## config.mk

```make
export PLATFORM = sky130hd
export DESIGN_NAME = ndp_core_arbiter_flat
export DESIGN_NICKNAME = d
export VERILOG_FILES = /design/src/rtl/ndp_core_arbiter_if.sv /design/src/rtl/ndp_core_arbiter.sv /design/src/flat_wrapper.sv
export SDC_FILE = /design/constraint.sdc
export NUM_CORES = 1
export LEC_CHECK = 0
export ABC_AREA = 1
export CAP_MARGIN = 10
export CORE_MARGIN = 4
export CORE_UTILIZATION = 38
export DETAILED_ROUTE_END_ITERATION = 8
export PLACE_DENSITY = 0.93
export SLEW_MARGIN = 20
export SYNTH_ARGS = -nofsm -noshare
export SYNTH_HDL_FRONTEND = slang
export SYNTH_SLANG_ARGS = --single-unit
```

## constraint.sdc

```tcl
create_clock -name clk -period 3.2 [get_ports clk]
set_clock_uncertainty 0.2 [all_clocks]
set_input_delay 0.8 -clock clk [delete_from_list [all_inputs] [get_ports clk]]
set_output_delay 0.8 -clock clk [all_outputs]
set_load 0.01 [all_outputs]
```

## src/rtl/ndp_core_arbiter_if.sv

```systemverilog
// Bundle of requester-side and core-side signals around the NDP core arbiter.
// The slave modport is the arbiter's view; the master modport is the view of
// the environment (requesters plus the NDP core) that drives it.
interface ndp_core_arbiter_if #(
   parameter int NUM_REQ = 4,
   parameter int DATA_W  = 32
);
   // Requester side
   logic [NUM_REQ-1:0]        req;
   logic [NUM_REQ-1:0]        req_valid;
   logic [NUM_REQ*DATA_W-1:0] req_data;
   logic [NUM_REQ-1:0]        grant;
   logic [NUM_REQ-1:0]        req_ack;
   logic [NUM_REQ-1:0]        done;
   logic [NUM_REQ-1:0]        err;

   // Core side
   logic                      core_reset;
   logic                      core_data_in_flag;
   logic [DATA_W-1:0]         core_data_in;
   logic                      core_data_read_flag;
   logic                      core_calc_done_flag;

   // Status
   logic                      busy;

   modport slave (
      input  req, req_valid, req_data, core_data_read_flag, core_calc_done_flag,
      output grant, req_ack, done, err, core_reset, core_data_in_flag,
             core_data_in, busy
   );

   modport master (
      output req, req_valid, req_data, core_data_read_flag, core_calc_done_flag,
      input  grant, req_ack, done, err, core_reset, core_data_in_flag,
             core_data_in, busy
   );
endinterface

```

## src/rtl/ndp_core_arbiter.sv

```systemverilog
// Round-robin arbiter that time-shares one NDP core between NUM_REQ
// requesters. Each job: reset the core, stream the owner's words into it,
// wait for the calculation, then pulse done (or err on timeout).
// The interface instance must use the same NUM_REQ/DATA_W as this module.
module ndp_core_arbiter #(
   parameter int NUM_REQ     = 4,
   parameter int DATA_W      = 32,
   parameter int RST_CYC     = 2,
   parameter int TIMEOUT_CYC = 4096
) (
   input  logic              clk,
   input  logic              reset,
   ndp_core_arbiter_if.slave bus
);

   localparam int OWN_W = $clog2(NUM_REQ);
   localparam int CNT_W = 16;

   localparam logic [CNT_W-1:0] RST_LAST = CNT_W'(RST_CYC - 1);
   localparam logic [CNT_W-1:0] TMO_LAST = CNT_W'(TIMEOUT_CYC - 1);
   localparam logic [OWN_W-1:0] OWN_LAST = OWN_W'(NUM_REQ - 1);

   typedef enum logic [2:0] {
      S_IDLE,
      S_CORE_RST,
      S_LOAD,
      S_WAIT_CALC,
      S_FINISH
   } state_e;

   state_e             state_q,      state_d;
   logic [NUM_REQ-1:0] grant_q,      grant_d;
   logic [OWN_W-1:0]   owner_q,      owner_d;
   logic [OWN_W-1:0]   last_owner_q, last_owner_d;
   logic [CNT_W-1:0]   cnt_q,        cnt_d;
   logic               seen_read_q,  seen_read_d;

   logic               pick_found;
   logic [OWN_W-1:0]   pick_idx;
   logic               timeout_hit;
   logic               own_valid;
   logic [DATA_W-1:0]  own_data;

   // Round-robin pick: first requester at or after last_owner+1, with wrap.
   always_comb begin
      pick_found = 1'b0;
      pick_idx   = '0;
      for (int k = 1; k <= NUM_REQ; k++) begin
         for (int j = 0; j < NUM_REQ; j++) begin
            if (!pick_found && bus.req[j] &&
                ((int'(last_owner_q) + k) % NUM_REQ) == j) begin
               pick_found = 1'b1;
               pick_idx   = OWN_W'(j);
            end
         end
      end
   end

   // Next-state logic for the job sequencer.
   always_comb begin
      // NOTE: every signal gets a default before the case so no path infers a latch.
      state_d      = state_q;
      grant_d      = grant_q;
      owner_d      = owner_q;
      last_owner_d = last_owner_q;
      cnt_d        = cnt_q;
      seen_read_d  = seen_read_q;
      timeout_hit  = 1'b0;

      unique case (state_q)
         S_IDLE: begin
            if (pick_found) begin
               state_d           = S_CORE_RST;
               owner_d           = pick_idx;
               grant_d           = '0;
               grant_d[pick_idx] = 1'b1;
               cnt_d             = '0;
            end
         end

         S_CORE_RST: begin
            if (cnt_q == RST_LAST) begin
               state_d     = S_LOAD;
               cnt_d       = '0;
               seen_read_d = 1'b0;
            end else begin
               cnt_d = cnt_q + CNT_W'(1);
            end
         end

         S_LOAD: begin
            // The stream ends when the core stops reading after having read.
            if (bus.core_data_read_flag) begin
               seen_read_d = 1'b1;
            end else if (seen_read_q) begin
               if (bus.core_calc_done_flag) begin
                  state_d      = S_FINISH;
                  last_owner_d = owner_q;
               end else begin
                  state_d = S_WAIT_CALC;
                  cnt_d   = '0;
               end
            end
         end

         S_WAIT_CALC: begin
            if (bus.core_calc_done_flag) begin
               state_d      = S_FINISH;
               last_owner_d = owner_q;
            end else if (cnt_q == TMO_LAST) begin
               // Abort: err is raised this cycle, grant drops with IDLE.
               timeout_hit  = 1'b1;
               state_d      = S_IDLE;
               grant_d      = '0;
               last_owner_d = owner_q;
            end else begin
               cnt_d = cnt_q + CNT_W'(1);
            end
         end

         S_FINISH: begin
            state_d = S_IDLE;
            grant_d = '0;
         end

         default: begin
            state_d = S_IDLE;
            grant_d = '0;
         end
      endcase
   end

   // State and bookkeeping registers; reset aborts any job silently.
   always_ff @(posedge clk or negedge reset) begin
      if (!reset) begin
         state_q      <= S_IDLE;
         grant_q      <= '0;
         owner_q      <= '0;
         last_owner_q <= OWN_LAST;
         cnt_q        <= '0;
         seen_read_q  <= 1'b0;
      end else begin
         // NOTE: non-blocking so every register samples pre-edge values.
         state_q      <= state_d;
         grant_q      <= grant_d;
         owner_q      <= owner_d;
         last_owner_q <= last_owner_d;
         cnt_q        <= cnt_d;
         seen_read_q  <= seen_read_d;
      end
   end

   // Steer the owner's stream word and valid toward the core.
   always_comb begin
      own_valid = 1'b0;
      own_data  = '0;
      for (int i = 0; i < NUM_REQ; i++) begin
         if (grant_q[i]) begin
            own_valid = bus.req_valid[i];
            own_data  = bus.req_data[i*DATA_W +: DATA_W];
         end
      end
   end

   assign bus.grant             = grant_q;
   assign bus.req_ack           = grant_q & {NUM_REQ{bus.core_data_read_flag}};
   assign bus.done              = (state_q == S_FINISH) ? grant_q : '0;
   assign bus.err               = timeout_hit ? grant_q : '0;
   // The core is held in reset whenever no job is loading or computing.
   assign bus.core_reset        = (state_q == S_IDLE) || (state_q == S_CORE_RST);
   assign bus.core_data_in_flag = (state_q == S_LOAD) && own_valid;
   assign bus.core_data_in      = own_data;
   assign bus.busy              = (state_q != S_IDLE);

endmodule

```

## src/flat_wrapper.sv

```systemverilog
// flat-port wrapper written by rule: the top's interface ports become plain ports
module ndp_core_arbiter_flat 
#(
   parameter int NUM_REQ     = 4,
   parameter int DATA_W      = 32,
   parameter int RST_CYC     = 2,
   parameter int TIMEOUT_CYC = 4096
)
  (clk, reset, bus_req, bus_req_valid, bus_req_data, bus_core_data_read_flag, bus_core_calc_done_flag, bus_grant, bus_req_ack, bus_done, bus_err, bus_core_reset, bus_core_data_in_flag, bus_core_data_in, bus_busy);
  ndp_core_arbiter_if #(.NUM_REQ(NUM_REQ), .DATA_W(DATA_W)) bus_i ();
  input  logic clk;
  input  logic reset;
  input wire logic [$bits(bus_i.req)-1:0] bus_req;
  input wire logic [$bits(bus_i.req_valid)-1:0] bus_req_valid;
  input wire logic [$bits(bus_i.req_data)-1:0] bus_req_data;
  input wire logic [$bits(bus_i.core_data_read_flag)-1:0] bus_core_data_read_flag;
  input wire logic [$bits(bus_i.core_calc_done_flag)-1:0] bus_core_calc_done_flag;
  output wire logic [$bits(bus_i.grant)-1:0] bus_grant;
  output wire logic [$bits(bus_i.req_ack)-1:0] bus_req_ack;
  output wire logic [$bits(bus_i.done)-1:0] bus_done;
  output wire logic [$bits(bus_i.err)-1:0] bus_err;
  output wire logic [$bits(bus_i.core_reset)-1:0] bus_core_reset;
  output wire logic [$bits(bus_i.core_data_in_flag)-1:0] bus_core_data_in_flag;
  output wire logic [$bits(bus_i.core_data_in)-1:0] bus_core_data_in;
  output wire logic [$bits(bus_i.busy)-1:0] bus_busy;
  assign bus_i.req = bus_req;
  assign bus_i.req_valid = bus_req_valid;
  assign bus_i.req_data = bus_req_data;
  assign bus_i.core_data_read_flag = bus_core_data_read_flag;
  assign bus_i.core_calc_done_flag = bus_core_calc_done_flag;
  assign bus_grant = bus_i.grant;
  assign bus_req_ack = bus_i.req_ack;
  assign bus_done = bus_i.done;
  assign bus_err = bus_i.err;
  assign bus_core_reset = bus_i.core_reset;
  assign bus_core_data_in_flag = bus_i.core_data_in_flag;
  assign bus_core_data_in = bus_i.core_data_in;
  assign bus_busy = bus_i.busy;
  ndp_core_arbiter #(.NUM_REQ(NUM_REQ), .DATA_W(DATA_W), .RST_CYC(RST_CYC), .TIMEOUT_CYC(TIMEOUT_CYC)) u_core (.clk(clk), .reset(reset), .bus(bus_i));
endmodule
```

==> metrics.md, run 1 <==
| Metric | Value |
|---|---|
| GPL Wtd Cong | 0.948 |
| Crit path capture type | primary output |
| Sink Count | 28 |
| Synth Area in Compound Gates | 26.0% |
| Slew margin rel. | 59.0% |
| CTS Buf Count | 3 |
| Overall power | roughly 3.3 mW |
| Post-Synth Adder-Cell Area | less than 1% |
| Worst skew pair latency | 0.28 ns |
| PD cells | about 620 mW/mm2 |
| Placed cell areas | around 0.0052 mm2 |
| Fraction of layout cells with a size suffix above 1 | approximately 14% |
| Worst-path clk slew | 0.10 ns |
| Initial core utilization | between 30% and 40% |
| VDD IR max | about 510 uV |
| Vias in the first global route | 4176 |
| Core area | 0.00785 mm2 |
| Synthesized area per cell | roughly 6.6 um2 |
| DR DRC count | 0 |
| Post-Synth Simple-Gate Area | between 30% and 40% |
| Vias per cell | between 5 and 6 |
| Worst Hold Class | register to register |
| # setup viols final | 2 |
| Failing checks | negative setup slack |
| R2R Setup Slk | ~0.66 ns |
| Post-route ant nets | 0 |
| RSZ-0062 raised after global routing | true |
| Design Area, Final | approximately 0.0054 mm2 |
| CP Max Fanout | 3 |
| Final WS setup | -0.0499 ns |
| Main combinational cell family by area after synthesis | simple AND/OR/NAND/NOR gates |
| Final hold vios | 0 |
| Max cap viols | 0 |
| Clk buf depth | 2 |
| Cell Area, Synth | about 0.0031 mm2 |
| Antenna violations before repair | 0 |
| GRT Util Overall | about a quarter |
| I/O Pins | between 150 and 200 |
| Die ar. | 0.00974 mm2 |
| Register area share after synthesis | approximately 22% |
| Final #Nets | around 810 |
| Critical Path RT | between 2 and 2.5 ns |
| Die H | between 90 and 100 um |
| Max-slew violation count | 0 |
| Cells after Synth | between 400 and 500 |
| Post-Route WL | approximately 13 mm |
| Site Rows | 32 |
| First-pass iteration count of the detailed router | 5 |
| Clock Tree Root | clkbuf_8 |
| Ys async rst share | 100% |
| Synthesis-to-finish area growth | 72.5% |
| Pin count of the biggest net entering global routing | a little under 60 |
| P_leak | approximately 2.5 nW |
| DRT iter0 DRCs | 308 |
| Tmin final | between 3 and 4 ns |
| PortBufs | between 150 and 200 |
| H-tree depth | 1 |
| Yosys cell types | 38 |
| Tightest Pin Transition | about 0.61 ns |
| Via Count | around 4200 |
| Post-DR wirelength/cell | ~18 um |
| Yosys Warn Count | 0 |
| ANT cells | 0 |
| Post-cts hold buffer count | 0 |
| First-pass GRT wire length | around 21 mm |
| Mux cell area share after synthesis | 0% |
| Hpwl dp | 10.5 mm |
| Syn nets | around 610 |
| Outcome | finished with violations |
| Critical Path Source Type | register |
| Synth Flop Type | dfrtp_1 |
| Yosys reg bits | 28 |
| Max Freq | 308 MHz |
| Post-synth EDFFs | 0 |
| Worst Path Class, Setup | register to primary output |
| Fin crit share | 102% |
| Die width | approximately 99 um |
| Critical Path AT | 2.25 ns |
| Total gr overflow | 0 |
| XOR/XNOR share of the synthesized area | 2.80% |
| CTS tree | built |
==> cell type report <==
class,instances,area [um2]
clock buffers,3,41.3
inverters,50,188
flip-flops and latches,28,706
clock inverters,1,30.0
well taps,102,128
repair buffers,213,2160
multi-input cells,367,2150
fillers,644,2450
==> cells by family (layout without fill, tap and decap cells) <==
group,Yosys count,count (layout)
buf+inv,76,267
xor+xnor,10,10
simple gates,250,250
flops,28,28
fa+ha+maj,2,2
compound gates,105,105
==> stage by stage <==
step / utilization, % / setup TNS, ns / worst slack, ns / hold slack (ns) / instances
detailed placement: 66.4 / -0.311 / -0.0770 / 0.265 / 758
global route: 68.8 / -0.582 / -0.183 / 0.330 / 764
CTS: 67.3 / 0 / 0.00168 / 0.290 / 763
global placement: 66.4 / -0.121 / -0.0707 / 0.258 / 758
finish: 68.8 / -0.0824 / -0.0499 / 0.299 / 764
floorplan: - / 0 / 0.556 / 0.236 / 471
==> synthesized netlist by cell type, drive strengths merged, types with 2 or more instances <==
cell type | instances | area share [%]
a21oi | 2 | 0.32
a221oi | 32 | 9.0
buf | 4 | 2.0
clkbuf | 22 | 2.6
dfrtp | 26 | 21
dfstp | 2 | 1.7
ha | 2 | 0.80
inv | 49 | 5.9
nand2 | 120 | 16
nand3 | 26 | 4.7
nand4 | 8 | 2.0
nor2 | 77 | 10
nor3 | 11 | 1.8
nor4 | 6 | 1.7
o211ai | 4 | 0.96
o21ai | 26 | 5.8
o21bai | 6 | 1.4
o31ai | 32 | 7.7
xnor2 | 3 | 0.84
xor2 | 7 | 2.0
==> report_power, final <==
group | leakage, nW | total, mW | internal, mW | switching, mW
clock | 0.0357 | 0.285 | 0.168 | 0.118
combinational | 2.07 | 2.53 | 1.10 | 1.43
sequential | 0.367 | 0.522 | 0.438 | 0.0839
==> critical path, cell delays in order (launching register included) <==
cell     delay [ns]
dfrtp_1        0.37
ha_2           0.19
nand2_2        0.07
nor2_4         0.13
nand3_2        0.09
nor2_2         0.13
inv_2          0.06
nor2_4         0.10
nand2_2        0.09
nor3_4         0.22
nand3_2        0.14
buf_6          0.16
nor2_4         0.08
buf_6          0.11
==> flip-flops by register name, indices dropped and copies added, names as in the netlist <==
signal / cells
u_core.cnt_q: 16
u_core.bus.grant: 4
u_core.state_q: 3
u_core.last_owner_q: 2
u_core.owner_q: 2
u_core.seen_read_q: 1
==> worst paths after layout <==
path	startpoint	endpoint	cells after the start
worst max-delay path	u_core.cnt_q[1]$_DFFE_PN0P_	bus_err[2]	13
worst min-delay path	u_core.seen_read_q$_DFFE_PN0P_	u_core.seen_read_q$_DFFE_PN0P_	2
worst max register to register	u_core.state_q[2]$_DFFE_PN0P_	u_core.cnt_q[0]$_DFFE_PN0P_	10
worst min register to register	u_core.seen_read_q$_DFFE_PN0P_	u_core.seen_read_q$_DFFE_PN0P_	2
max in group asynchronous	reset	u_core.bus.grant[0]$_DFFE_PN0P_	2
min in group asynchronous	reset	u_core.cnt_q[5]$_DFFE_PN0P_	1
==> cells in the final DEF (no fill, tap or decap), types with 3 or more instances in the layout <==
cell and instances:
nand3_2 3, o21ai_0 11, nor2_2 4, buf_4 19, buf_6 3, xor2_1 7, buf_12 3, clkbuf_8 3
o211ai_1 4, dlymetal6s2s_1 21, inv_2 4, inv_1 45, clkdlybuf4s50_1 161, nand3_1 22, nand2_1 99, o31ai_1 32
nand2_2 20, nor4_1 5, nand4_1 6, dfrtp_1 24, a221oi_1 31, o21bai_1 6, nor2_4 6, nor2_1 67
nor3_1 10, o21ai_2 14, dlygate4sd2_1 4, xnor2_1 3
==> timing repair <==
action / in CTS / in global routing
gates resized for setup: 16 / 43
endpoints found under the setup margin: 8 / 31
pin swaps: 1 / 8
buffers inserted: 1 / 1
==> layer usage <==
layer  routed length [um]  share of wire (%)  vias to the layer above  track usage, %
li1                     -                  -                     2008               -
met1                 5130                 38                     1987            31.3
met2                 6990                 52                      213            46.7
met3                  943                7.0                       29            2.41
met4                  388                2.9                        0            9.45
met5                    0                  0                        -               0
No activity file was read; power rests on OpenSTA's default activity.
==> run 2: changes to the inputs <==
--- a/config.mk
+++ b/config.mk
@@ -7,7 +7,7 @@
 export LEC_CHECK = 0
 export ABC_AREA = 1
 export CAP_MARGIN = 10
-export CORE_MARGIN = 4
+export CORE_MARGIN = 1.5
 export CORE_UTILIZATION = 38
 export DETAILED_ROUTE_END_ITERATION = 8
 export PLACE_DENSITY = 0.93
==> run 2 against run 1 <==
Against the previous run:
- the run still ends with negative setup slack left
- first-iteration DRC count shrank 25%
- worst hold slack worse by 0.0029 ns
- cell area up 1.1%
- utilization increased by 0.77 points
- sequential power decreased by 3.8%
- combinational power up 3%
- sequential cell count unchanged
- critical path type unchanged
- via count increased by 1.6%
- total power increased by 1.9%
- non-clock buffer count grew 10
==> metrics.md, run 2 (synthesis results as in run 1) <==
| Metric | Value |
|---|---|
| Post-cts hold buffer count | 0 (unchanged) |
| Reg2reg path depth | 10 (unchanged) |
| Vias per cell | 5.56 (+0.25%) |
| Buf/Inv on CP | 3 (unchanged) |
| Max reg flops | 16 (unchanged) |
| Placed cells | 763 (+0.66%) |
| Hpwl dp | 9.99 mm (-4.5%) |
| CP max-delay cell | dfrtp_1 |
| ANT cells | 0 (unchanged) |
| Die width | 93.7 um (-5.1%) |
| Net load switching power | 1.65 mW (+1.4%) |
| Net Sw Frac | 48.6% (-0.23 points) |
| CP Depth | 13 (unchanged) |
| Synthesis-to-finish area growth | 74.5% |
| Worst-path clk slew | 0.10 ns (about the same) |
| I/O Pins | 191 (unchanged) |
| Worst Hold Depth | 2 (unchanged) |
| VDD IR max | 511 uV (about the same) |
| Slew margin rel. | 65.4% (+6.3 points) |
| Vias in the first global route | 4068 (-2.6%) |
| Post-Route WL | 13.2 mm (-1.8%) |
| Post-route ant nets | 0 (unchanged) |
| Final #Nets | 815 (+1.2%) |
| PortBufs | 190 (unchanged) |
| CP top delay family | simple AND/OR/NAND/NOR gates |
| Clock Tree Root | clkbuf_8 |
| Final WS setup | -0.0439 ns (+0.00601 ns) |
| GPL Wtd Cong | 0.920 (-2.9%) |
| Fraction of layout cells with a size suffix above 1 | 15.8% (+1.4 points) |
| Top routing layer used | met4 |
| Reg with most FFs | u_core.cnt_q |
| Via Count | 4303 (+1.6%) |
| Sink Count | 28 (unchanged) |
| Critical Path AT | 2.24 ns (about the same) |
| Site Rows | 32 (unchanged) |
| Clk buf depth | 2 (unchanged) |
| Initial core utilization | 39.8% (unchanged) |
| Clock network fraction of total power | 8.4% (-0.2 points) |
| P_leak | 2.47 nW (+0.13%) |
| Core area | 0.00785 mm2 (unchanged) |
| # setup viols final | 4 (+2) |
| Tmin final | 3.24 ns (-0.00601 ns) |
| Max cap viols | 0 (unchanged) |
| Outcome | finished with violations |
| Critical Path RT | 2.20 ns (about the same) |
| Sequential Power Share | 14.8% (-0.9 points) |
| DRT iter0 DRCs | 232 (-25%) |
| Cell internal pwr | 1.75 mW (+2.4%) |
| CP Max Fanout | 3 (unchanged) |
| Max Freq | 308 MHz (+0.19%) |
| Tightest Pin Transition | 0.515 ns (-0.0979 ns) |
| CP peak stage delay | 0.41 ns (+0.04 ns) |
| DR DRC count | 0 (unchanged) |
| Most frequent cells in the layout | clkdlybuf4s50_1, nand2_1, nor2_1 |
| H-tree depth | 1 (unchanged) |
| First-pass iteration count of the detailed router | 4 (-1) |
| PD cells | 623 mW/mm2 (+0.79%) |
| DR WL met3 | 981 um (+4.0%) |
| Critical Path Source Type | register |
| Worst Hold Class | register to register |
| Worst Path Class, Setup | register to primary output |
| Most common cell after layout, fill and taps aside | clkdlybuf4s50_1 |
| CTS Buf Count | 3 (unchanged) |
| Combinational Power Share | 76.8% (+1.0 points) |
| RSZ-0062 raised after global routing | true |
| Worst skew pair latency | 0.28 ns (about the same) |
| Max-slew violation count | 0 (unchanged) |
| Post-DR wirelength/cell | 17.1 um (-3.0%) |
| Final hold vios | 0 (unchanged) |
| Total gr overflow | 0 (unchanged) |
| Failing checks | negative setup slack |
| Die H | 93.7 um (-5.1%) |
| Die ar. | 0.00878 mm2 (-9.9%) |
| Antenna violations before repair | 0 (unchanged) |
| M1 WL | 4.99 mm (-2.8%) |
| Fin cells | 774 (+1.3%) |
| Routed wire length on met2 | 6.82 mm (-2.6%) |
| Crit path capture type | primary output |
| Pin count of the biggest net entering global routing | 55 (-5.2%) |
| Overall power | 3.40 mW (+1.9%) |
| GRT Util Overall | 27.9% (+2.2 points) |
| First-pass GRT wire length | 19.6 mm (-5.4%) |
| Fin crit share | 101% (-0.19 points) |
| Worst-path cell chain | ha_2 > nand2_2 > nor2_4 > nand3_2 > nor2_2 > inv_2 > nor2_4 > nand2_2 > nor3_4 > nand3_2 > buf_6 > nor2_2 > buf_2 |
| CTS tree | built |
run 2: what timing repair did:
item,in CTS,in global routing
gates cloned,0,0
resized for setup,25,31
endpoints found under the hold margin,0,0
setup buffers,2,5
pin swaps,2,7
endpoints found under the setup margin,36,30
run 2: routing by layer:
metal | global-route usage, % | vias up
li1 | - | 2029
met1 | 33.8 | 2013
met2 | 51.4 | 220
met3 | 2.99 | 41
met4 | 8.71 | 0
met5 | 0 | -
run 2: cell type report:
type                       instances  area [um2]
timing repair buffer             223        2210
inverter                          50         188
sequential                        28         704
multi-input combinational        367        2150
clock inverter                     1        30.0
clock buffer                       3        41.3
fill                             613        2390
tap                              102         128
run 2: power groups by stage:
stage / sequential [mW] / combinational (mW) / clock, mW
after floorplan: 0.501 / 1.58 / 0
after global placement: 0.501 / 2.52 / 0
after detailed placement: 0.508 / 2.59 / 0
after CTS: 0.498 / 2.60 / 0.283
after global routing: 0.508 / 2.85 / 0.299
final: 0.502 / 2.61 / 0.284
run 2: final timing paths:
path | end | slack (ns) | startpoint
worst min register to register | u_core.seen_read_q$_DFFE_PN0P_ | 0.30 | u_core.seen_read_q$_DFFE_PN0P_
max in group asynchronous | u_core.last_owner_q[1]$_DFFE_PN1P_ | 1.80 | reset
worst max register to register | u_core.cnt_q[0]$_DFFE_PN0P_ | 0.61 | u_core.state_q[2]$_DFFE_PN0P_
worst min-delay path | u_core.seen_read_q$_DFFE_PN0P_ | 0.30 | u_core.seen_read_q$_DFFE_PN0P_
worst max-delay path | bus_err[3] | -0.04 | u_core.cnt_q[1]$_DFFE_PN0P_
min in group asynchronous | u_core.cnt_q[9]$_DFFE_PN0P_ | 0.69 | reset
run 2: worst register-to-register path, delay by kind of cell, from the launching register on:
kind / cells / cell delay, ns
and+or+nand+nor: 6 / 1.35
DFF: 1 / 0.46
buffers and inverters: 3 / 0.42
AOI/OAI and AO/OA: 1 / 0.08
run 2: stage by stage:
step                instance area (um2)  utilization, %  setup WS, ns  TNS [ns]  hold WS (ns)
finish                             5460            69.5       -0.0439   -0.0789         0.296
global route                       5460            69.5        -0.107    -0.370         0.312
CTS                                5350            68.2       -0.0118   -0.0226         0.287
detailed placement                 5250            66.9        -0.173    -0.847         0.263
global placement                   5250            66.9        -0.174    -0.730         0.263
floorplan                          3130               -         0.556         0         0.236
==> run 3: changes to the inputs <==
--- a/config.mk
+++ b/config.mk
@@ -9,8 +9,10 @@
 export CAP_MARGIN = 10
 export CORE_MARGIN = 1.5
 export CORE_UTILIZATION = 38
+export CTS_CLUSTER_SIZE = 16
 export DETAILED_ROUTE_END_ITERATION = 8
 export PLACE_DENSITY = 0.93
+export REMOVE_ABC_BUFFERS = 1
 export SLEW_MARGIN = 20
 export SYNTH_ARGS = -nofsm -noshare
 export SYNTH_HDL_FRONTEND = slang
==> run 3 against run 2 <==
Against the previous run:
- the run now ends clean
- non-clock buffer count fell by 5
- utilization fell by 1.3 points
- cell area fell by 1.9%
==> metrics.md, run 3 (synthesis results as in run 1) <==
| Metric | Value |
|---|---|
| Outcome | completed |
| Worst Path Class, Setup | input port to primary output |
| Tightest Pin Transition | 0.612 ns (+0.0966 ns) |
| Die width | 93.7 um (unchanged) |
| Multi-input logic area | 0.00212 mm2 (-1.4%) |
| Crit path capture type | primary output |
| Fraction of layout cells with a size suffix above 1 | 14.5% (-1.2 points) |
| Fin crit share | 99.0% (-2.3 points) |
| Critical Path AT | 2.17 ns (-0.07 ns) |
| Clk buf depth | 2 (unchanged) |
| Synthesis-to-finish area growth | 71.1% |
| Max reg flops | 16 (unchanged) |
| First-pass iteration count of the detailed router | 5 (+1) |
| Die H | 93.7 um (unchanged) |
| Pin count of the biggest net entering global routing | 42 (-24%) |
| H-tree depth | 1 (unchanged) |
| Critical Path Source Type | input port |
| Hold Slack | 0.296 ns (+0.000466 ns) |
| GRT Util Overall | 28.3% (+0.37 points) |
| Vias per cell | 5.57 (+0.16%) |
| Max Freq | 316 MHz (+2.4%) |
| Final hold vios | 0 (unchanged) |
| PD cells | 617 mW/mm2 (-0.97%) |
| Post-route ant nets | 0 (unchanged) |
| Slew margin rel. | 58.9% (-6.5 points) |
| Final #Nets | 810 (-0.61%) |
| Die ar. | 0.00878 mm2 (unchanged) |
| Max-slew violation count | 0 (unchanged) |
| P_leak | 2.42 nW (-2.3%) |
| Final core occ | 68.2% (-1.3 points) |
| Initial core utilization | 39.8% (unchanged) |
| Most common cell after layout, fill and taps aside | clkdlybuf4s50_1 |
| Vias in the first global route | 4031 (-0.91%) |
| Core area | 0.00785 mm2 (unchanged) |
| GPL Wtd Cong | 0.910 (-1.1%) |
| RSZ-0062 raised after global routing | true |
| Most frequent cells in the layout | clkdlybuf4s50_1, nand2_1, nor2_1 |
| Worst-path clk slew | 0.09 ns (about the same) |
| CTS tree | built |
| Post-DR wirelength/cell | 16.6 um (-2.9%) |
| DRT iter0 DRCs | 370 (+59%) |
| PortBufs | 190 (unchanged) |
| Register Area | 707 um2 (+0.36%) |
| Via Count | 4282 (-0.49%) |
| Antenna violations before repair | 0 (unchanged) |
| Dpl ws | -0.0829 ns (+0.0901 ns) |
| # setup viols final | 0 (-4) |
| Clock Tree Root | clkbuf_8 |
| Sink Count | 28 (unchanged) |
| Final WS setup | 0.0308 ns (+0.0747 ns) |
| Fill cells | 618 (+0.82%) |
| CP Max Fanout | 1 (-2) |
| Hpwl dp | 10.0 mm (+0.51%) |
| Post-cts hold buffer count | 0 (unchanged) |
| ANT cells | 0 (unchanged) |
| CTS Buf Count | 3 (unchanged) |
| Tmin final | 3.17 ns (-0.0747 ns) |
| Worst Hold Class | register to register |
| Site Rows | 32 (unchanged) |
| Reg with most FFs | u_core.cnt_q |
| Critical Path RT | 2.20 ns (about the same) |
| I/O Pins | 191 (unchanged) |
| Max cap viols | 0 (unchanged) |
| DR DRC count | 0 (unchanged) |
| Post-Route WL | 12.7 mm (-3.5%) |
| Total gr overflow | 0 (unchanged) |
| Worst skew pair latency | 0.28 ns (about the same) |
| Overall power | 3.30 mW (-2.9%) |
| First-pass GRT wire length | 20.0 mm (+1.7%) |
| VDD IR max | 439 uV (-14%) |
==> run 3: path summary, 6_finish.rpt <==
kind / start / to / slack, ns / cells after the start
worst max-delay path: bus_req_data[43] / bus_core_data_in[11] / 0.03 / 4
worst min-delay path: u_core.seen_read_q$_DFFE_PN0P_ / u_core.seen_read_q$_DFFE_PN0P_ / 0.30 / 2
worst max register to register: u_core.state_q[2]$_DFFE_PN0P_ / u_core.cnt_q[0]$_DFFE_PN0P_ / 0.58 / 10
worst min register to register: u_core.seen_read_q$_DFFE_PN0P_ / u_core.seen_read_q$_DFFE_PN0P_ / 0.30 / 2
max in group asynchronous: reset / u_core.last_owner_q[1]$_DFFE_PN1P_ / 1.81 / 2
min in group asynchronous: reset / u_core.cnt_q[5]$_DFFE_PN0P_ / 0.68 / 2
==> run 3: final cells by class <==
class,instances,share of cell area (%)
Clock buffer,3,0.772
Clock inverter,1,0.561
Inverter,50,3.51
Multi-Input combinational cell,367,39.7
Sequential cell,28,13.2
Timing Repair Buffer,218,39.9
Tap cell,102,2.38
==> run 3: worst max-delay path, cell delays in order <==
cell and delay (ns):
clkdlybuf4s50_1 0.48, a221oi_1 0.08, o31ai_1 0.23, clkdlybuf4s50_1 0.57
==> run 3: metrics by stage <==
stage	std cells	setup TNS [ns]	area [um2]
2_1_floorplan	445	-8.31	2980
3_3_place_gp	760	-0.394	5200
3_5_place_dp	760	-0.438	5200
4_1_cts	765	0	5270
5_1_grt	769	-0.413	5350
6_report	769	0	5350
==> run 3: what timing repair did <==
item                       CTS  global route
pin swaps                    3             3
setup endpoints to repair   16            23
gates cloned                 0             0
setup buffers                1             4
resized for setup           22            29
==> run 3: power breakdown <==
group          internal, mW  leakage [nW]  switching (mW)
Sequential            0.439         0.368          0.0951
Combinational          1.08          2.01            1.41
Clock                 0.168        0.0357           0.112
==> run 3: layer usage <==
metal,GRT usage (%),wire (um),vias to the layer above
met4,10.4,541,0
met2,50.0,6360,247
met3,5.34,1090,45
met1,33.8,4760,1973
li1,-,-,2017
met5,0,0,-
